--- src/rtl/wb_sram_pkg.sv ---
// Shared definitions for the Wishbone / dual-port SRAM controller.
//   p0_state_e   : port-0 (Wishbone read/write) sequencer states
//   strm_state_e : port-1 streaming read engine states
//   RD_LAT       : posedges between driving an SRAM port and sampling its data
//   addr_hit()   : decodes a Wishbone byte address against the base window
package wb_sram_pkg;

    typedef enum logic [1:0] {
        P0_IDLE  = 2'd0,
        P0_ISSUE = 2'd1,
        P0_WAIT  = 2'd2,
        P0_ACK   = 2'd3
    } p0_state_e;

    typedef enum logic {
        ST_IDLE = 1'b0,
        ST_RUN  = 1'b1
    } strm_state_e;

    // Outputs are registered, the macro registers them again, and its data
    // settles on the following negedge: sample two posedges after driving.
    localparam int RD_LAT = 2;

    // The window is 2**aw words of 4 bytes; every address bit above it must
    // match the base.
    function automatic logic addr_hit(input logic [31:0] adr,
                                      input logic [31:0] base,
                                      input int          aw);
        logic [31:0] diff;
        diff = (adr ^ base) >> (aw + 2);
        return (diff == 32'd0);
    endfunction

endpackage

--- src/rtl/sram_stream_fifo.sv ---
// Small synchronous FIFO holding port-1 read words until the sink takes them.
//   clk_i, rst_ni  : clock, asynchronous active-low reset
//   push_i/push_data_i : write one word
//   pop_i          : remove the head word (ignored when empty)
//   data_o         : head word (storage is reset, so it reads 0 after reset)
//   valid_o        : FIFO not empty
//   count_o        : number of stored words, 0..DEPTH
module sram_stream_fifo #(
    parameter int W     = 32,
    parameter int DEPTH = 4
) (
    input  logic                       clk_i,
    input  logic                       rst_ni,
    input  logic                       push_i,
    input  logic [W-1:0]               push_data_i,
    input  logic                       pop_i,
    output logic [W-1:0]               data_o,
    output logic                       valid_o,
    output logic [$clog2(DEPTH):0]     count_o
);

    localparam int AW = $clog2(DEPTH);
    localparam int CW = AW + 1;

    logic [W-1:0]  mem_q [DEPTH];
    logic [AW-1:0] wr_ptr_q, rd_ptr_q;
    logic [CW-1:0] count_q, count_d;
    logic          push_ok, pop_ok;

    assign pop_ok  = pop_i && (count_q != '0);
    // A push into a full FIFO is only accepted if a pop frees a slot.
    assign push_ok = push_i && ((count_q != CW'(DEPTH)) || pop_ok);

    always_comb begin
        count_d = count_q;
        case ({push_ok, pop_ok})
            2'b10:   count_d = count_q + CW'(1);
            2'b01:   count_d = count_q - CW'(1);
            default: count_d = count_q;
        endcase
    end

    always_ff @(posedge clk_i or negedge rst_ni) begin
        if (!rst_ni) begin
            for (int i = 0; i < DEPTH; i++) mem_q[i] <= '0;
            wr_ptr_q <= '0;
            rd_ptr_q <= '0;
            count_q  <= '0;
        end else begin
            if (push_ok) begin
                mem_q[wr_ptr_q] <= push_data_i;
                wr_ptr_q        <= wr_ptr_q + AW'(1);
            end
            if (pop_ok) rd_ptr_q <= rd_ptr_q + AW'(1);
            count_q <= count_d;
        end
    end

    assign data_o  = mem_q[rd_ptr_q];
    assign valid_o = (count_q != '0);
    assign count_o = count_q;

endmodule

--- src/rtl/wb_sram_1rw1r_ctrl.sv ---
// Controller for a 1RW+1R OpenRAM macro.
//   Wishbone classic slave (wb_*)      -> port 0 read/write cycles
//   Streaming read engine (strm_*)     -> port 1 sequential reads into a FIFO
//   sram_*0 / sram_*1                  -> registered macro controls, macro data in
//   dbg_p0_state_o / dbg_strm_state_o  -> current FSM states for observation
// Stream handshake: a word transfers on a cycle where strm_valid and
// strm_ready are both high; strm_data/strm_valid hold until that happens,
// and strm_ready may change freely without a valid.
module wb_sram_1rw1r_ctrl
    import wb_sram_pkg::*;
#(
    parameter int          ADDR_WIDTH = 8,
    parameter int          DATA_WIDTH = 32,
    parameter int          NUM_WMASKS = 4,
    parameter logic [31:0] BASE_ADDR  = 32'h3000_0000,
    parameter int          FIFO_DEPTH = 4
) (
    input  logic                  clk,
    input  logic                  resetn,
    input  logic                  wb_cyc_i,
    input  logic                  wb_stb_i,
    input  logic                  wb_we_i,
    input  logic [31:0]           wb_adr_i,
    input  logic [NUM_WMASKS-1:0] wb_sel_i,
    input  logic [DATA_WIDTH-1:0] wb_dat_i,
    output logic [DATA_WIDTH-1:0] wb_dat_o,
    output logic                  wb_ack_o,
    output logic                  sram_csb0,
    output logic                  sram_web0,
    output logic [NUM_WMASKS-1:0] sram_wmask0,
    output logic [ADDR_WIDTH-1:0] sram_addr0,
    output logic [DATA_WIDTH-1:0] sram_din0,
    input  logic [DATA_WIDTH-1:0] sram_dout0,
    output logic                  sram_csb1,
    output logic [ADDR_WIDTH-1:0] sram_addr1,
    input  logic [DATA_WIDTH-1:0] sram_dout1,
    input  logic                  strm_start,
    input  logic [ADDR_WIDTH-1:0] strm_base,
    input  logic [ADDR_WIDTH:0]   strm_len,
    output logic [DATA_WIDTH-1:0] strm_data,
    output logic                  strm_valid,
    input  logic                  strm_ready,
    output logic                  strm_busy,
    output logic                  strm_done,
    output p0_state_e             dbg_p0_state_o,
    output strm_state_e           dbg_strm_state_o
);

    localparam int CW = $clog2(FIFO_DEPTH) + 1;
    localparam int LW = ADDR_WIDTH + 1;

    // ---------------- Port 0: Wishbone sequencer ----------------
    p0_state_e             p0_state_q, p0_state_d;
    logic                  csb0_q, csb0_d;
    logic                  web0_q, web0_d;
    logic [NUM_WMASKS-1:0] wmask0_q, wmask0_d;
    logic [ADDR_WIDTH-1:0] addr0_q, addr0_d;
    logic [DATA_WIDTH-1:0] din0_q, din0_d;
    logic [DATA_WIDTH-1:0] dat_q, dat_d;
    logic                  ack_q, ack_d;
    logic                  abort_q, abort_d;   // cyc dropped during this access
    logic                  req_hit;

    assign req_hit = wb_cyc_i && wb_stb_i && addr_hit(wb_adr_i, BASE_ADDR, ADDR_WIDTH);

    always_comb begin
        p0_state_d = p0_state_q;
        csb0_d     = csb0_q;
        web0_d     = web0_q;
        wmask0_d   = wmask0_q;
        addr0_d    = addr0_q;
        din0_d     = din0_q;
        dat_d      = dat_q;
        abort_d    = abort_q;
        ack_d      = 1'b0;
        case (p0_state_q)
            P0_IDLE: begin
                if (req_hit) begin
                    p0_state_d = P0_ISSUE;
                    // An all-zero byte select write touches nothing, so the
                    // macro is not selected but the bus still gets its ack.
                    csb0_d   = wb_we_i && (wb_sel_i == '0);
                    web0_d   = !wb_we_i;
                    wmask0_d = wb_we_i ? wb_sel_i : '0;
                    addr0_d  = wb_adr_i[ADDR_WIDTH+1:2];
                    din0_d   = wb_dat_i;
                    abort_d  = 1'b0;
                end
            end
            P0_ISSUE: begin
                csb0_d  = 1'b1;
                web0_d  = 1'b1;
                abort_d = abort_q || !wb_cyc_i;
                if (web0_q) begin
                    p0_state_d = P0_WAIT;
                end else begin
                    p0_state_d = P0_ACK;
                    ack_d      = !abort_d;
                end
            end
            P0_WAIT: begin
                dat_d      = sram_dout0;
                abort_d    = abort_q || !wb_cyc_i;
                p0_state_d = P0_ACK;
                ack_d      = !abort_d;
            end
            P0_ACK: begin
                p0_state_d = P0_IDLE;
            end
            default: p0_state_d = P0_IDLE;
        endcase
    end

    always_ff @(posedge clk or negedge resetn) begin
        if (!resetn) begin
            p0_state_q <= P0_IDLE;
            csb0_q     <= 1'b1;
            web0_q     <= 1'b1;
            wmask0_q   <= '0;
            addr0_q    <= '0;
            din0_q     <= '0;
            dat_q      <= '0;
            ack_q      <= 1'b0;
            abort_q    <= 1'b0;
        end else begin
            p0_state_q <= p0_state_d;
            csb0_q     <= csb0_d;
            web0_q     <= web0_d;
            wmask0_q   <= wmask0_d;
            addr0_q    <= addr0_d;
            din0_q     <= din0_d;
            dat_q      <= dat_d;
            ack_q      <= ack_d;
            abort_q    <= abort_d;
        end
    end

    assign sram_csb0   = csb0_q;
    assign sram_web0   = web0_q;
    assign sram_wmask0 = wmask0_q;
    assign sram_addr0  = addr0_q;
    assign sram_din0   = din0_q;
    assign wb_dat_o    = dat_q;
    assign wb_ack_o    = ack_q;

    // ---------------- Port 1: streaming read engine ----------------
    strm_state_e           st_q, st_d;
    logic [ADDR_WIDTH-1:0] next_addr_q, next_addr_d;
    logic [ADDR_WIDTH-1:0] addr1_q, addr1_d;
    logic [LW-1:0]         issue_left_q, issue_left_d;  // reads not yet issued
    logic [LW-1:0]         pop_left_q, pop_left_d;      // words not yet delivered
    logic                  busy_q, busy_d;
    logic                  done_q, done_d;
    // Bit 0 marks a read being presented to the macro this cycle; the top
    // bit marks read data arriving now, which is pushed into the FIFO.
    logic [RD_LAT-1:0]     rd_pipe_q, rd_pipe_d;
    logic                  issue;
    logic                  pop;
    logic [CW-1:0]         fifo_count;
    logic [CW-1:0]         inflight;
    logic [CW:0]           credit_used;
    logic                  credit_ok;

    assign pop = strm_valid && strm_ready;

    // Every issued word owns a FIFO slot until it is popped, so counting
    // in-flight reads against free space makes overflow impossible.
    always_comb begin
        inflight = '0;
        for (int i = 0; i < RD_LAT; i++) inflight = inflight + CW'(rd_pipe_q[i]);
        credit_used = {1'b0, fifo_count} + {1'b0, inflight};
        credit_ok   = (credit_used < (CW+1)'(FIFO_DEPTH));
    end

    always_comb begin
        st_d         = st_q;
        next_addr_d  = next_addr_q;
        issue_left_d = issue_left_q;
        pop_left_d   = pop_left_q;
        busy_d       = busy_q;
        done_d       = 1'b0;
        issue        = 1'b0;
        case (st_q)
            ST_IDLE: begin
                if (strm_start) begin
                    next_addr_d  = strm_base;
                    issue_left_d = strm_len;
                    pop_left_d   = strm_len;
                    if (strm_len == '0) begin
                        done_d = 1'b1;
                    end else begin
                        st_d   = ST_RUN;
                        busy_d = 1'b1;
                    end
                end
            end
            ST_RUN: begin
                if ((issue_left_q != '0) && credit_ok) begin
                    issue        = 1'b1;
                    next_addr_d  = next_addr_q + ADDR_WIDTH'(1);  // wraps at the top
                    issue_left_d = issue_left_q - LW'(1);
                end
                if (pop) begin
                    pop_left_d = pop_left_q - LW'(1);
                    if (pop_left_q == LW'(1)) begin
                        st_d   = ST_IDLE;
                        busy_d = 1'b0;
                        done_d = 1'b1;
                    end
                end
            end
            default: st_d = ST_IDLE;
        endcase
        addr1_d   = issue ? next_addr_q : addr1_q;
        rd_pipe_d = {rd_pipe_q[RD_LAT-2:0], issue};
    end

    always_ff @(posedge clk or negedge resetn) begin
        if (!resetn) begin
            st_q         <= ST_IDLE;
            next_addr_q  <= '0;
            addr1_q      <= '0;
            issue_left_q <= '0;
            pop_left_q   <= '0;
            busy_q       <= 1'b0;
            done_q       <= 1'b0;
            rd_pipe_q    <= '0;
        end else begin
            st_q         <= st_d;
            next_addr_q  <= next_addr_d;
            addr1_q      <= addr1_d;
            issue_left_q <= issue_left_d;
            pop_left_q   <= pop_left_d;
            busy_q       <= busy_d;
            done_q       <= done_d;
            rd_pipe_q    <= rd_pipe_d;
        end
    end

    sram_stream_fifo #(
        .W     (DATA_WIDTH),
        .DEPTH (FIFO_DEPTH)
    ) u_fifo (
        .clk_i       (clk),
        .rst_ni      (resetn),
        .push_i      (rd_pipe_q[RD_LAT-1]),
        .push_data_i (sram_dout1),
        .pop_i       (pop),
        .data_o      (strm_data),
        .valid_o     (strm_valid),
        .count_o     (fifo_count)
    );

    assign sram_csb1  = !rd_pipe_q[0];
    assign sram_addr1 = addr1_q;
    assign strm_busy  = busy_q;
    assign strm_done  = done_q;

    assign dbg_p0_state_o   = p0_state_q;
    assign dbg_strm_state_o = st_q;

endmodule

--- config.mk ---
export PLATFORM = sky130hd
export DESIGN_NAME = wb_sram_1rw1r_ctrl
export DESIGN_NICKNAME = d
export VERILOG_FILES = /design/src/rtl/wb_sram_pkg.sv /design/src/rtl/sram_stream_fifo.sv /design/src/rtl/wb_sram_1rw1r_ctrl.sv
export SDC_FILE = /design/constraint.sdc
export NUM_CORES = 1
export LEC_CHECK = 0
export BUFFER_PORTS_ARGS = -buffer_cell sky130_fd_sc_hd__clkbuf_2
export CORE_MARGIN = 1
export CORE_UTILIZATION = 40
export CTS_CLUSTER_SIZE = 20
export DETAILED_ROUTE_END_ITERATION = 7
export GPL_TIMING_DRIVEN = 0
export SETUP_SLACK_MARGIN = 0.15
export SLEW_MARGIN = 40
export SYNTH_ARGS = -nofsm -noshare
export SYNTH_HDL_FRONTEND = slang
export SYNTH_SLANG_ARGS = --single-unit
--- constraint.sdc ---
create_clock -name clk -period 3.25 [get_ports clk]
set_clock_uncertainty 0.1 [all_clocks]
set_input_delay 0.1625 -clock clk [delete_from_list [all_inputs] [get_ports clk]]
set_output_delay 0.1625 -clock clk [all_outputs]
set_load 0.01 [all_outputs]
==> results of run 1 <==
[worst max-delay path, stage by stage (launching register included)]
cell and delay, ns:
dfrtp_1 0.42, inv_1 0.10, ha_1 0.32, inv_1 0.09, nor3_1 0.32, buf_2 0.31, buf_2 0.27, nand3_1 0.10
dlygate4sd3_1 0.56, o21ai_0 0.08
[per-stage QoR]
step	hold WS (ns)	total power, mW	TNS (ns)	area, sq um	utilization
floorplan	-0.233	8.87	0	11200	-
global placement	0.296	10.5	-910.12	13100	0.480
detailed placement	-0.0614	10.6	0	13200	0.485
CTS	0.104	14.2	0	15600	0.571
global route	0.130	15.0	0	15600	0.571
finish	0.117	14.1	0	15600	0.571
[final cells by class]
class | instances | share of cell area
Tap cell | 372 | 0.0299
Inverter | 25 | 0.00619
Multi-Input combinational cell | 478 | 0.292
Buffer | 40 | 0.0115
Sequential cell | 256 | 0.412
Clock buffer | 35 | 0.0507
Timing Repair Buffer | 418 | 0.184
Clock inverter | 16 | 0.0138
[synthesized netlist by cell type, types with 11 or more instances]
cell type,number
a21oi_1,20
ha_1,13
mux2_2,200
o21ai_0,24
inv_1,24
dfrtp_1,254
nor3_1,11
o22ai_1,11
buf_2,20
nand2_1,48
nor2_1,20
xnor2_1,15
mux4_2,32
clkbuf_1,17
mux2i_1,14
[how the worst min path moves through the flow]
| stage | start | end | slack, ns |
|---|---|---|---|
| detailed placement | resetn | u_fifo.mem_q[18] | -0.06 |
| global route | resetn | u_fifo.mem_q[114] | 0.13 |
| floorplan | resetn | abort_q | -0.23 |
| CTS | wb_adr_i[16] | abort_q | 0.10 |
| global placement | wb_dat_i[3] | sram_din0[3] | 0.30 |
| finish | resetn | u_fifo.mem_q[114] | 0.12 |
[cells by family (layout without fill, tap and decap cells)]
group,after synthesis,count (layout),synth area share
AOI/OAI and AO/OA,77,77,0.0411
and+or+nand+nor,123,123,0.0558
DFF,256,256,0.571
muxes,246,246,0.277
xor gates and xnor gates,18,18,0.0140
adders and majority gates,14,14,0.0163
buffers and inverters,65,534,0.0245
[metal layers]
metal  vias up  global-route usage
met4         0              0.0529
met1      4080               0.265
met3        46              0.0322
met5         -                   0
met2       193               0.327
li1       3804                   -
[state kept, by name, summed over array words and instances, names as in the netlist]
signal,count
sram_web0,1
next_addr_q,8
abort_q,1
wb_ack_o,1
u_fifo.mem_q,128
sram_addr0,8
sram_wmask0,4
wb_dat_o,32
pop_left_q,9
dbg_strm_state_o,1
dbg_p0_state_o,2
strm_done,1
strm_busy,1
issue_left_q,9
sram_din0,32
sram_addr1,8
rd_pipe_q,2
sram_csb0,1
u_fifo.rd_ptr_q,2
u_fifo.wr_ptr_q,2
u_fifo.count_o,3
[power groups by stage]
stage               clock network [mW]  logic [mW]  registers, mW
floorplan                            0        3.64           5.23
global placement                     0        5.23           5.27
global route                      3.63        5.93           5.44
CTS                               3.50        5.49           5.26
finish                            3.40        5.41           5.27
detailed placement                   0        5.34           5.30
[timing repair]
item / in CTS / in global routing
hold buffers: 135 / 0
buffers inserted: 0 / 0
endpoints found under the hold margin: 375 / 0
==> summary.md, run 1 <==
| Metric | Value |
|---|---|
| Status | `finished clean` |
| Area Growth Syn to Fin | `38.6%` |
| Yosys top cell area share | `0.566` |
| Worst hold path type | `in -> async` |
| Fraction of layout cells with a size suffix above 1 | `0.468` |
| Skew-Pair Late Insertion Delay | `0.53 ns` |
| Min Clock Period, post-route | `2.77 ns` |
| Die area | `28700 sq um` |
| Worst R2R Setup Slack | `0.48 ns` |
| Peak supply drop | `0.423 mV` |
| Core Area | `27300 sq um` |
| Syn Inst Count | `799` |
| Yosys top cell by area | `dfrtp_1` |
| Worst Path Arrival | `approximately 3.1 ns` |
| Sw frac | `0.323` |
| Die X | `170 um` |
| Seq cells post-synth | `256` |
| Largest net degree at the start of global routing | `67` |
| Critical Path Sink | `sram_wmask0[0]` |
| Max_cap viols | `0` |
| Final GP Congestion | `0.797` |
| Vias after detailed routing | `8123` |
| Clk buf depth | `3` |
| Worst reg2reg path depth | `9` |
| Post-layout net count | `around 1400` |
| Vias in the first global route | `~8400` |
| Hold Fails Final Rpt | `0` |
| Final slew viol count | `0` |
| CTS Buf Count | `28` |
| WL met3 | `1.28 mm` |
| Period Utilization, post-route | `0.851` |
| Async SR Flop Fraction | `1.00` |
| Wire length of the first global-routing pass | `45.0 mm` |
| Post-synth EDFFs | `0` |
| FF+latch area | `6410 sq um` |
| Sw Pwr | `4.54 mW` |
| Syn_area_per_cell | `14.0 sq um` |
| Port bufs | `about 280` |
| Initial core utilization | `0.412` |
| Multi-input combinational cell area | `4540 sq um` |
| WS Path Type | `reg -> reg` |
| Power share of the clock group | `0.242` |
| Crit path launch | `dbg_p0_state_o[0]` |
| RR Startpoint | `dbg_p0_state_o[0]` |
| DRC viols | `0` |
| Grt ovf | `0` |
| Post-DP HPWL | `18.4 mm` |
| Mapped Area | `about 11000 sq um` |
| Initial antenna violation count | `0` |
| CP required | `3.59 ns` |
| Reg clk slew, reported paths | `~0.060 ns` |
| Comb pwr share | `0.384` |
| Final worst slack | `0.485 ns` |
| Clock Sinks | `approximately 260` |
| Critical path capture point type | `flop` |
| Antenna fix cells | `0` |
| Placed cells | `1454` |
| Main synth FF type | `dfrtp_1` |
| CTS tree | `built` |
| Leading cell type in the layout, fill and taps excluded | `clkbuf_2` |
| GR Util All Layers | `0.196` |
| H-tree depth | `1` |
| Fill cells | `approximately 2200` |
| RSZ-0062 raised after global routing | `false` |
| Slew @ Worst Pin | `0.799 ns` |
| Startpoint Class | `flop` |
| Int Pwr | `9.53 mW` |
| I/O pin cnt | `282` |
| Post-Place Setup Slack | `0.544 ns` |
| Max_slew headroom | `0.463` |
| DRT iter0 DRCs | `346` |
| Pleak | `7.36 nW` |
| Syn. warnings | `0` |
| Seq pwr share | `0.374` |
| Max FO, Critical Path | `10` |
| Routed Antenna Nets | `0` |
| Met2 wire len | `13.6 mm` |
| First-pass DRT Iterations | `4` |
| Fmax | `362 MHz` |
| Pwr/cell area | `904 nW/um^2` |
| Row count | `60` |
| Crit Reg-Reg Endpoint | `sram_wmask0[0]` |
| Fin cells | `1640` |
| Final wirelength | `27.5 mm` |
| WL per Instance | `16.8 um` |
| # resized after CTS | `0` |
| Root Buffer | `clkbuf_16` |
| Max Used Layer | `met4` |
| Syn_nets | `969` |
| Final setup vio count | `0` |
| Unique masters post-synth | `52` |
| Commonest cells after routing, fill and taps aside | `278 x clkbuf_2, 254 x dfrtp_1, 200 x mux2_2` |
| Post-synthesis sequential area ratio | `0.571` |
| Drt via density | `about 5.0` |
| DIE HEIGHT | `170 um` |
| Met1 Wirelength | `about 12 mm` |
| Top cells by area, synth | `dfrtp_1 57%, mux2_2 20%, mux4_2 6.4%, nand2_1 1.6%, ha_1 1.4%` |
No activity file was read; power rests on OpenSTA's default activity.
==> run 2: changes to the inputs <==
--- a/config.mk
+++ b/config.mk
@@ -10,7 +10,6 @@
 export CORE_UTILIZATION = 40
 export CTS_CLUSTER_SIZE = 20
 export DETAILED_ROUTE_END_ITERATION = 7
-export GPL_TIMING_DRIVEN = 0
 export SETUP_SLACK_MARGIN = 0.15
 export SLEW_MARGIN = 40
 export SYNTH_ARGS = -nofsm -noshare
==> summary.md, run 2 (synthesis gave the netlist of run 1 again) <==
| Metric | Value |
|---|---|
| First-pass DRT Iterations | `4` |
| Worst Path Arrival | `a little under 3 ns` |
| Final slew viol count | `0` |
| Worst hold path type | `in -> async` |
| Routed Antenna Nets | `0` |
| Initial core utilization | `0.412` |
| Clock Sinks | `about 260` |
| Largest register FFs | `between 100 and 150` |
| Commonest cells after routing, fill and taps aside | `278 x clkbuf_2, 253 x dfrtp_1, 200 x mux2_2` |
| Max_slew headroom | `0.527` |
| Wire length of the first global-routing pass | `roughly 44 mm` |
| Slew @ Worst Pin | `0.710 ns` |
| Grt met3 use | `0.0250` |
| DRC viols | `0` |
| Pwr/cell area | `913 nW/um^2` |
| Final wirelength | `around 27 mm` |
| Min Clock Period, post-route | `roughly 2.6 ns` |
| RSZ-0062 raised after global routing | `false` |
| Reg clk slew, reported paths | `0.06 ns` |
| Row count | `60` |
| Critical path capture point type | `flop` |
| Max_cap viols | `0` |
| CTS Buf Count | `29` |
| Antenna fix cells | `0` |
| Clk buf depth | `3` |
| Met2 Use GR | `0.334` |
| Die area | `~29000 sq um` |
| Period Utilization, post-route | `0.806` |
| Skew-Pair Late Insertion Delay | `~0.53 ns` |
| Peak supply drop | `0.457 mV` |
| Final worst slack | `0.632 ns` |
| Drt via density | `5.00` |
| Fraction of layout cells with a size suffix above 1 | `0.471` |
| Pleak | `7.32 nW` |
| Vias after detailed routing | `8069` |
| DIE HEIGHT | `170 um` |
| I/O pin cnt | `about 280` |
| Largest net degree at the start of global routing | `93` |
| Area Growth Syn to Fin | `37.8%` |
| Port bufs | `279` |
| CTS tree | `built` |
| Post-CTS setup buffer count | `0` |
| Max FO, Critical Path | `43` |
| WS Path Type | `reg -> reg` |
| GR Util All Layers | `0.191` |
| Fmax | `roughly 380 MHz` |
| Startpoint Class | `flop` |
| Root Buffer | `clkbuf_16` |
| Initial antenna violation count | `0` |
| WL per Instance | `about 17 um` |
| DRT iter0 DRCs | `331` |
| Hold Fails Final Rpt | `0` |
| Biggest register | `u_fifo.mem_q` |
| Fin Hold WS | `~0.13 ns` |
| H-tree depth | `1` |
| CP required | `approximately 3.6 ns` |
| Post-DP HPWL | `17.2 mm` |
| Post-Place Setup Slack | `0.763 ns` |
| Core Area | `roughly 27000 sq um` |
| Status | `finished clean` |
| Vias in the first global route | `8428` |
| Gr busiest metal | `met2` |
| Die X | `170 um` |
| Final setup TNS | `0 ns` |
| Met1 GRT Util | `0.250` |
| Post-layout net count | `1389` |
| Final GP Congestion | `0.778` |
| Grt ovf | `0` |
| Leading cell type in the layout, fill and taps excluded | `clkbuf_2` |
| Final setup vio count | `0` |
[run 2: cell count changes in the layout (fill, tap and decap cells not counted), sizes merged]
cell | before | now
clkinvlp | 2 | 0
clkbuf | 331 | 319
clkinv | 9 | 5
dlygate4sd3 | 135 | 134
inv | 25 | 26
bufinv | 5 | 6
buf | 27 | 17
[run 2: final cells by class]
type / instances / area (sq um)
inverters: 25 / 96.3
well taps: 372 / 465
flip-flops and latches: 256 / 6410
multi-input cells: 478 / 4550
fillers: 2271 / 11800
clock inverters: 12 / 214
repair buffers: 429 / 2910
clock buffers: 41 / 821
[run 2: worst max-delay path, stage by stage, from the launching register on]
cell,delay (ns)
dfrtp_1,0.42
inv_1,0.11
ha_1,0.30
inv_1,0.11
nor3_2,0.21
buf_4,0.48
nand3_1,0.14
dlygate4sd3_1,0.57
o21ai_0,0.07
[run 2: path summary, 6_finish.rpt]
path	from	endpoint	slack (ns)	cells past startpoint
min in group clk	wb_adr_i[26]	abort_q	0.16	6
worst min register to register	rd_pipe_q[0]	rd_pipe_q[1]	0.31	0
worst max-delay path	dbg_p0_state_o[1]	sram_wmask0[0]	0.63	8
max in group asynchronous	resetn	wb_ack_o	1.97	3
worst min-delay path	resetn	u_fifo.mem_q[80]	0.13	2
worst max register to register	dbg_p0_state_o[1]	sram_wmask0[0]	0.63	8
[run 2: what timing repair did]
item	CTS	global route
gates resized for setup	0	0
hold buffers	134	0
endpoints found under the hold margin	325	0
[run 2: routing by layer]
layer | share of wire | wire [um]
met5 | 0 | 0
met4 | 0.026 | 698
met3 | 0.039 | 1060
met2 | 0.50 | 13500
met1 | 0.44 | 11900
[run 2: per-stage QoR]
stage	instance area (sq um)	power [mW]	utilization	instances
2_1_floorplan	11200	8.87	-	799
3_3_place_gp	13100	10.5	0.480	1426
3_5_place_dp	13100	10.6	0.480	1426
4_1_cts	15500	14.3	0.567	1613
5_1_grt	15500	15.0	0.567	1613
6_report	15500	14.1	0.567	1613
[run 2: power by group]
part | switching, mW | internal (mW)
registers | 0.775 | 4.51
clock network | 1.28 | 2.22
logic | 2.43 | 2.89
